`src/rtl/vend_txn_ctrl.sv`:
```
// Vending transaction controller: collects half-unit coins, vends at PRICE,
// pays change one half-unit pulse at a time, then sounds a completion beep.
// Every output is a register (led is decoded from registered state/credit).
module vend_txn_ctrl #(
   parameter int PRICE      = 5,
   parameter int MAX_CREDIT = 15,
   parameter int IDLE_TO    = 1000,
   parameter int PAY_GAP    = 4,
   parameter int BEEP_CYC   = 8
) (
   input  logic       clk,
   input  logic       rst_n,      // active-high despite the name
   input  logic       coin_half,
   input  logic       coin_one,
   input  logic       buy_p,
   input  logic       cancel_p,
   output logic [3:0] credit,
   output logic       dispense,
   output logic       change_p,
   output logic       reject_p,
   output logic       beep,
   output logic [3:0] led
);

   typedef enum logic [2:0] {
      S_IDLE,
      S_COLLECT,
      S_VEND,
      S_CHANGE,
      S_DONE
   } state_t;

   // One shared counter: inactivity in COLLECT, pulse spacing in CHANGE,
   // beep length in DONE. Sized for the largest of the three.
   localparam int CNT_MAX = (IDLE_TO > PAY_GAP) ?
                            ((IDLE_TO > BEEP_CYC) ? IDLE_TO : BEEP_CYC) :
                            ((PAY_GAP > BEEP_CYC) ? PAY_GAP : BEEP_CYC);
   localparam int CNT_W = (CNT_MAX < 2) ? 1 : $clog2(CNT_MAX + 1);

   localparam logic [4:0]       MAX_C     = 5'(MAX_CREDIT);
   localparam logic [3:0]       PRICE_C   = 4'(PRICE);
   localparam logic [CNT_W-1:0] IDLE_LAST = CNT_W'(IDLE_TO - 1);
   localparam logic [CNT_W-1:0] GAP_LAST  = CNT_W'(PAY_GAP - 1);
   localparam logic [CNT_W-1:0] BEEP_LAST = CNT_W'(BEEP_CYC - 1);

   state_t           state_q, state_d;
   logic [3:0]       credit_q, credit_d;
   logic [CNT_W-1:0] cnt_q, cnt_d;
   logic             dispense_q, dispense_d;
   logic             change_q, change_d;
   logic             reject_q, reject_d;
   logic             beep_q, beep_d;

   logic             coin_any;
   logic             coin_dup;
   logic [4:0]       coin_total;
   logic             coin_fits;

   // Credit plus the winning coin, one bit wider so overflow is visible.
   function automatic logic [4:0] coin_sum(input logic [3:0] c, input logic one);
      return {1'b0, c} + (one ? 5'd2 : 5'd1);
   endfunction

   // When both coins arrive together coin_one is the one considered.
   assign coin_any   = coin_half | coin_one;
   assign coin_dup   = coin_half & coin_one;
   assign coin_total = coin_sum(credit_q, coin_one);
   assign coin_fits  = (coin_total <= MAX_C);

   // State, credit, counter and registered pulse outputs.
   always_ff @(posedge clk or posedge rst_n) begin
      if (rst_n) begin
         state_q    <= S_IDLE;
         credit_q   <= '0;
         cnt_q      <= '0;
         dispense_q <= 1'b0;
         change_q   <= 1'b0;
         reject_q   <= 1'b0;
         beep_q     <= 1'b0;
      end else begin
         state_q    <= state_d;
         credit_q   <= credit_d;
         cnt_q      <= cnt_d;
         dispense_q <= dispense_d;
         change_q   <= change_d;
         reject_q   <= reject_d;
         beep_q     <= beep_d;
      end
   end

   // Next-state and next-output decode for the transaction sequence.
   always_comb begin
      state_d    = state_q;
      credit_d   = credit_q;
      cnt_d      = cnt_q;
      dispense_d = 1'b0;
      change_d   = 1'b0;
      reject_d   = 1'b0;
      beep_d     = 1'b0;

      case (state_q)
         S_IDLE: begin
            cnt_d = '0;
            if (coin_any) begin
               reject_d = coin_dup | ~coin_fits;
               if (coin_fits) begin
                  credit_d = coin_total[3:0];
                  state_d  = S_COLLECT;
               end
            end
         end

         S_COLLECT: begin
            // Inactivity timer: any event restarts it, expiry refunds.
            if (coin_any || buy_p || cancel_p) begin
               cnt_d = '0;
            end else if (cnt_q == IDLE_LAST) begin
               state_d = S_CHANGE;
               cnt_d   = '0;
            end else begin
               cnt_d = cnt_q + CNT_W'(1);
            end

            if (cancel_p) begin
               state_d  = S_CHANGE;
               reject_d = coin_any;
            end else if (buy_p && (credit_q >= PRICE_C)) begin
               state_d    = S_VEND;
               dispense_d = 1'b1;
               credit_d   = credit_q - PRICE_C;
               reject_d   = coin_any;
            end else if (coin_any) begin
               reject_d = coin_dup | ~coin_fits;
               if (coin_fits) begin
                  credit_d = coin_total[3:0];
               end
            end
         end

         S_VEND: begin
            // Credit was already reduced by PRICE on entry.
            reject_d = coin_any;
            cnt_d    = '0;
            if (credit_q != 4'd0) begin
               state_d = S_CHANGE;
            end else begin
               state_d = S_DONE;
               beep_d  = 1'b1;
            end
         end

         S_CHANGE: begin
            reject_d = coin_any;
            if (credit_q == 4'd0) begin
               state_d = S_DONE;
               beep_d  = 1'b1;
               cnt_d   = '0;
            end else if (cnt_q == '0) begin
               change_d = 1'b1;
               credit_d = credit_q - 4'd1;
               if (credit_q == 4'd1) begin
                  state_d = S_DONE;
                  beep_d  = 1'b1;
                  cnt_d   = '0;
               end else begin
                  cnt_d = GAP_LAST;
               end
            end else begin
               cnt_d = cnt_q - CNT_W'(1);
            end
         end

         S_DONE: begin
            reject_d = coin_any;
            credit_d = '0;
            if (cnt_q == BEEP_LAST) begin
               state_d = S_IDLE;
               cnt_d   = '0;
            end else begin
               cnt_d  = cnt_q + CNT_W'(1);
               beep_d = 1'b1;
            end
         end

         default: begin
            state_d  = S_IDLE;
            credit_d = '0;
            cnt_d    = '0;
         end
      endcase
   end

   assign credit   = credit_q;
   assign dispense = dispense_q;
   assign change_p = change_q;
   assign reject_p = reject_q;
   assign beep     = beep_q;
   assign led      = {state_q == S_DONE, state_q == S_CHANGE,
                      credit_q >= PRICE_C, state_q == S_COLLECT};

endmodule

```
`config.mk`:
```
export PLATFORM = sky130hd
export DESIGN_NAME = vend_txn_ctrl
export DESIGN_NICKNAME = d
export VERILOG_FILES = /design/src/rtl/vend_txn_ctrl.sv
export SDC_FILE = /design/constraint.sdc
export NUM_CORES = 1
export LEC_CHECK = 0
export CORE_ASPECT_RATIO = 1.25
export CORE_MARGIN = 1.5
export CORE_UTILIZATION = 53
export CTS_BUF_LIST = sky130_fd_sc_hd__clkbuf_16
export DETAILED_ROUTE_END_ITERATION = 10
export GPL_TIMING_DRIVEN = 0
export PLACE_DENSITY = 0.76
export SETUP_SLACK_MARGIN = 0.3
export SYNTH_ARGS = -nofsm -noshare
export SYNTH_HDL_FRONTEND = slang
export SYNTH_SLANG_ARGS = --single-unit
export TNS_END_PERCENT = 100
```
`constraint.sdc`:
```
create_clock -name clk -period 2.2 [get_ports clk]
set_input_delay 0.44 -clock clk [delete_from_list [all_inputs] [get_ports clk]]
set_output_delay 0.44 -clock clk [all_outputs]
set_load 0.1 [all_outputs]
```
==> flow_summary.toml, run 1 <==
[synth]
seq_area_frac_synth_pct = 32.1
synth_area_leaders = "dfrtp_1 (32%), nor2_1 (4.8%), ha_1 (4.6%), nor3_1 (4.0%), nand2_1 (3.4%)"
synthCells = 202
synth.cell_area_sq_um = 1640
syn_nets = 215
synth_edf_count = 0
synth_top_area_share_pct = 32.1
yosysUniqueCellTypes = 51
avgSynthCellArea_sq_um = 8.10
synth_ff_type = "dfrtp_1"
synth_seq_cells = 21
ys_warn_count = 0
yosysTopAreaCell = "dfrtp_1"
synthTopCellsByCount = "dfrtp_1 (21), nor2_1 (21), nand2_1 (15)"
async_reset_ff_share_pct = 100

[clock_tree]
root_buffer = "clkbuf_16"
clk_path_buf_depth = 2
insertion_delay_ns = 0.26
ctsHtreeMaxLevel = 1
numCtsBuffers = 3
cts_tree = "built"
hold_buffers = 0
clk_pin_slew_worst_paths_ns = 0.06
cts_sinks = 21

[grt]
grt_pass1_wl_um = 7670
gr-total-overflow = 0
grt_pass1_vias = 1709
grt_usage_pct = 30.1
grt_max_degree = 22
antenna_found_initial = 0

[floorplan]
die-area_sq_um = 3430
ios = 18
die_y_um = 65.1
core_sq_um = 2950
die_x_um = 52.7
initial_core_util_pct = 55.5
rows = 22

[worst_setup_path]
crit_arrival_ns = 1.67
crit_required_ns = 1.76
cp-start-kind = "flip-flop"
end_kind = "output pin"
crit_fanout = 7
critPathKind = "reg2out"

[drt]
viasPerCell = 6.73
route.detailed.wl_per_inst_um = 19.9
drtIter0Drc = 88
first_pass_iters = 4
ant_nets = 0
finalWirelength_um = 5640
drc = 0
vias = 1912

[placed_design]
placed_cell_area_sq_um = 1990
dp_hpwl_um = 3290
port_buffers = 17
gp_congestion = 0.920

[layout]
antenna_cells = 0
num-nets-final = 262
stdcell_area_sq_um = 2470
drive_above_1_share_pct = 42.7
fillers = 150
area_growth_pct = 50.9

[timing]
relSlewSlack_pct = 36.7
min_period_ns = 2.11
fmaxAchievable_mhz = 474
fin_crit_sh_pct = 95.8
setup-violations-final = 0
fin_skew_ns = 0.00227
hold_viol = 0
worst_pin_slew_ns = 0.953
drv_slew = 0
rsz0062_at_grt = "true"

[job]
maxCapViolCount = 0

[run_status]
status = "complete, no violations"

[hold_path]
hold_path_class = "reg2reg"
[state kept, by name, summed over array words and instances, names as in the netlist]
| signal | count |
|---|---|
| beep | 1 |
| change_p | 1 |
| cnt_q | 10 |
| credit | 4 |
| dispense | 1 |
| reject_p | 1 |
| state_q | 3 |
[logic make-up (layout without fill, tap and decap cells)]
group	after synthesis	after routing	synth area share, %
AOI/OAI and AO/OA	60	60	25.7
muxes	4	4	2.45
and+or+nand+nor	87	87	27.1
DFF	21	21	32.1
buffers and inverters	22	68	6.27
adders and majority gates	7	7	5.81
xor gates and xnor gates	1	1	0.536
[metal layers]
layer	vias to the layer above	part of all wire, %	wire length (um)	global-route usage, %
li1	838	-	-	-
met1	940	37	2090	30.8
met2	102	54	3020	58.1
met3	32	4.3	244	2.95
met4	0	5.1	289	14.4
met5	-	0	0	0
[layout by cell type (no fill, tap or decap), types with 3 or more instances in the layout]
| cell | count |
|---|---|
| dfrtp_1 | 15 |
| buf_6 | 5 |
| a21oi_1 | 8 |
| nor2_4 | 4 |
| o21ai_1 | 5 |
| ha_4 | 4 |
| buf_2 | 3 |
| nor2_1 | 14 |
| clkbuf_16 | 3 |
| nand3_1 | 6 |
| a31oi_1 | 4 |
| dlygate4sd2_1 | 5 |
| buf_12 | 3 |
| or3_1 | 3 |
| and2_1 | 3 |
| o21ai_0 | 8 |
| dfrtp_4 | 4 |
| nand2_1 | 14 |
| nor3_1 | 9 |
| nor3_2 | 3 |
| nor2b_1 | 6 |
| clkdlybuf4s15_2 | 5 |
| inv_1 | 9 |
| a22oi_2 | 4 |
| nand2b_4 | 3 |
| buf_4 | 24 |
| nor2_2 | 3 |
| a311oi_2 | 3 |
| o211ai_1 | 3 |
[final timing paths]
kind                                start  cells past startpoint  slack [ns]         to
worst max-delay path            credit[1]                      6        0.09     led[1]
worst min-delay path             cnt_q[8]                      1        0.52   cnt_q[8]
max in group asynchronous           rst_n                      2        0.96  credit[1]
worst min register to register   cnt_q[8]                      1        0.52   cnt_q[8]
min in group asynchronous           rst_n                      2        0.64  credit[0]
worst max register to register  credit[1]                      9        0.13  credit[2]
[metrics by stage]
| stage | TNS [ns] | hold slack, ns | std cells | util (%) | setup WS, ns |
|---|---|---|---|---|---|
| 6_report | 0 | 0.516 | 284 | 83.8 | 0.0921 |
| 5_1_grt | 0 | 0.558 | 284 | 83.8 | 0.0804 |
| 4_1_cts | 0 | 0.520 | 275 | 75.7 | 0.108 |
| 3_5_place_dp | -5.35 | 0.503 | 255 | 67.4 | -0.519 |
| 3_3_place_gp | -4.45 | 0.477 | 255 | 67.4 | -0.443 |
| 2_1_floorplan | 0 | 0.417 | 202 | - | 0.119 |
[final cells by class]
class / count / area [sq um] / share of cell area (%)
Multi-Input combinational cell: 159 / 1280 / 52.1
Sequential cell: 21 / 543 / 22.0
Timing Repair Buffer: 42 / 392 / 15.9
Clock buffer: 3 / 75.1 / 3.04
Buffer: 9 / 65.1 / 2.64
Inverter: 13 / 57.6 / 2.33
Tap cell: 36 / 45.0 / 1.83
Clock inverter: 1 / 5.00 / 0.203
[repair_timing]
action                                  CTS  global route
resized for setup                        68            33
pin swaps                                13            14
endpoints found under the hold margin     0             0
buffers inserted                         15             9
endpoints found under the setup margin   29            20
cloned                                    1             0
[worst max-delay path, stage by stage, from the launching register on]
cell	delay [ns]
dfrtp_4	0.53
inv_4	0.11
ha_4	0.16
nand2b_4	0.07
a21oi_4	0.22
clkinvlp_4	0.14
buf_12	0.18
Power of run 1 is left out: the tool's default activity adds up to more than one toggle a clock period on the data nets, which glitch-free logic cannot reach.
==> run 2, diff against run 1 <==
CORE_MARGIN = 5   (was 1.5)
CORE_UTILIZATION = 55   (was 53)
PLACE_DENSITY = 0.78   (was 0.76)
==> run 2 against run 1 <==
Against the previous run: wire length is 11% lower; via count is 6.5% lower; clock skew hardly changed; die area is 22% higher; fmax is 0.50% higher; critical path depth is 1 lower; register-to-register slack better by 0.04 ns; sequential share of layout area is 1.0 points higher; setup slack better by 0.011 ns.
==> flow_summary.toml, run 2 (synthesis gave the netlist of run 1 again) <==
[drt]
first_pass_iters = 4
vias = 1787
ant_nets = 0
finalWirelength_um = 5040
drtIter0Drc = 121
drc = 0
viasPerCell = 6.45
route.detailed.wl_per_inst_um = 18.2

[grt]
use_met3_pct = 3.10
grt_pass1_wl_um = 7760
grt-busiest-layer = "met2"
gr-total-overflow = 0
met1_usage_pct = 25.3
use_met2_pct = 43.2
grt_pass1_vias = 1739
grt_max_degree = 22
antenna_found_initial = 0
grt_usage_pct = 23.9

[layout]
num-nets-final = 255
area_growth_pct = 44.2
top_register = "cnt_q"
layout_commonest_cell = "buf_4"
final_cell_mix = "buf_4 (17), nor2_1 (15), dfrtp_1 (15)"
antenna_cells = 0
largest_reg_flops = 10
drive_above_1_share_pct = 39.8
final_cells = 277

[floorplan]
die_x_um = 58.8
die_y_um = 71.0
initial_core_util_pct = 56.6
ios = 18
die-area_sq_um = 4170
rows = 22
core_sq_um = 2890

[worst_setup_path]
path_cells = "ha_4 -> nand2b_4 -> a21oi_4 -> clkinvlp_4 -> buf_6"
slowest_stage = "dfrtp_4"
crit_fanout = 5
crit_arrival_ns = 1.66
path_buf_inv = 2
r2r_slack_ns = 0.17
critPathKind = "reg2out"
slowest_delay_ns = 0.54
cp-start-kind = "flip-flop"
critical-path-top-delay-family = "flip-flops"
crit_required_ns = 1.76
end_kind = "output pin"

[clock_tree]
root_buffer = "clkbuf_16"
ctsHtreeMaxLevel = 1
hold_buffers = 0
clk_path_buf_depth = 2
cts_tree = "built"
clk_pin_slew_worst_paths_ns = 0.06
numCtsBuffers = 3
insertion_delay_ns = 0.26
cts_sinks = 21

[hold_path]
hold_path_class = "reg2reg"

[timing]
hold_viol = 0
relSlewSlack_pct = 36.5
min_period_ns = 2.10
fin_crit_sh_pct = 95.3
fin_skew_ns = 0.00268
setup-violations-final = 0
worst_pin_slew_ns = 0.956
rsz0062_at_grt = "true"
fmaxAchievable_mhz = 477
drv_slew = 0

[placed_design]
port_buffers = 17
dpl.cell_count = 255
dp_hpwl_um = 3250
gp_congestion = 0.877

[job]
maxCapViolCount = 0

[run_status]
status = "complete, no violations"
run 2: changes by cell type in the layout (fill, tap and decap cells not counted), moves of 2 or more:
cell,before,now
buf_12,3,1
buf_4,24,17
nor2_2,3,1
nor2b_1,6,4
run 2: area by class of cell:
type,instances,area (sq um)
clock buffers,3,75.1
clock inverters,1,3.75
multi-input cells,159,1250
flip-flops and latches,21,543
fillers,182,532
inverters,13,60.1
plain buffers,9,65.1
repair buffers,35,319
well taps,36,45.0
run 2: worst paths after layout:
| kind | start | to | cells after the start |
|---|---|---|---|
| setup reg to reg | credit[0] | credit[0] | 7 |
| hold reg to reg | cnt_q[8] | cnt_q[8] | 1 |
| setup / recovery | credit[0] | led[1] | 5 |
| min in group asynchronous | rst_n | cnt_q[0] | 2 |
| hold / removal | cnt_q[8] | cnt_q[8] | 1 |
| max in group asynchronous | rst_n | credit[1] | 2 |
run 2: per-stage QoR:
step / TNS [ns] / utilization, % / instance area [sq um] / worst slack, ns / hold WS (ns)
global route: 0 / 81.6 / 2360 / 0.0657 / 0.557
global placement: -4.25 / 68.7 / 1990 / -0.445 / 0.489
CTS: 0 / 75.1 / 2170 / 0.112 / 0.503
floorplan: 0 / - / 1770 / 0.119 / 0.417
detailed placement: -4.93 / 68.7 / 1990 / -0.512 / 0.498
finish: 0 / 81.6 / 2360 / 0.103 / 0.517
run 2: layer usage:
layer / wire, um / part of all wire [%]
met5: 0 / 0
met4: 189 / 3.7
met3: 241 / 4.8
met2: 2830 / 56
met1: 1780 / 35
run 2: what timing repair did:
action | CTS | global route
pin swaps | 11 | 14
resized for setup | 62 | 45
setup endpoints to repair | 29 | 22
gates cloned | 1 | 0
buffers inserted | 10 | 7
Power of run 2 is left out for the same reason.
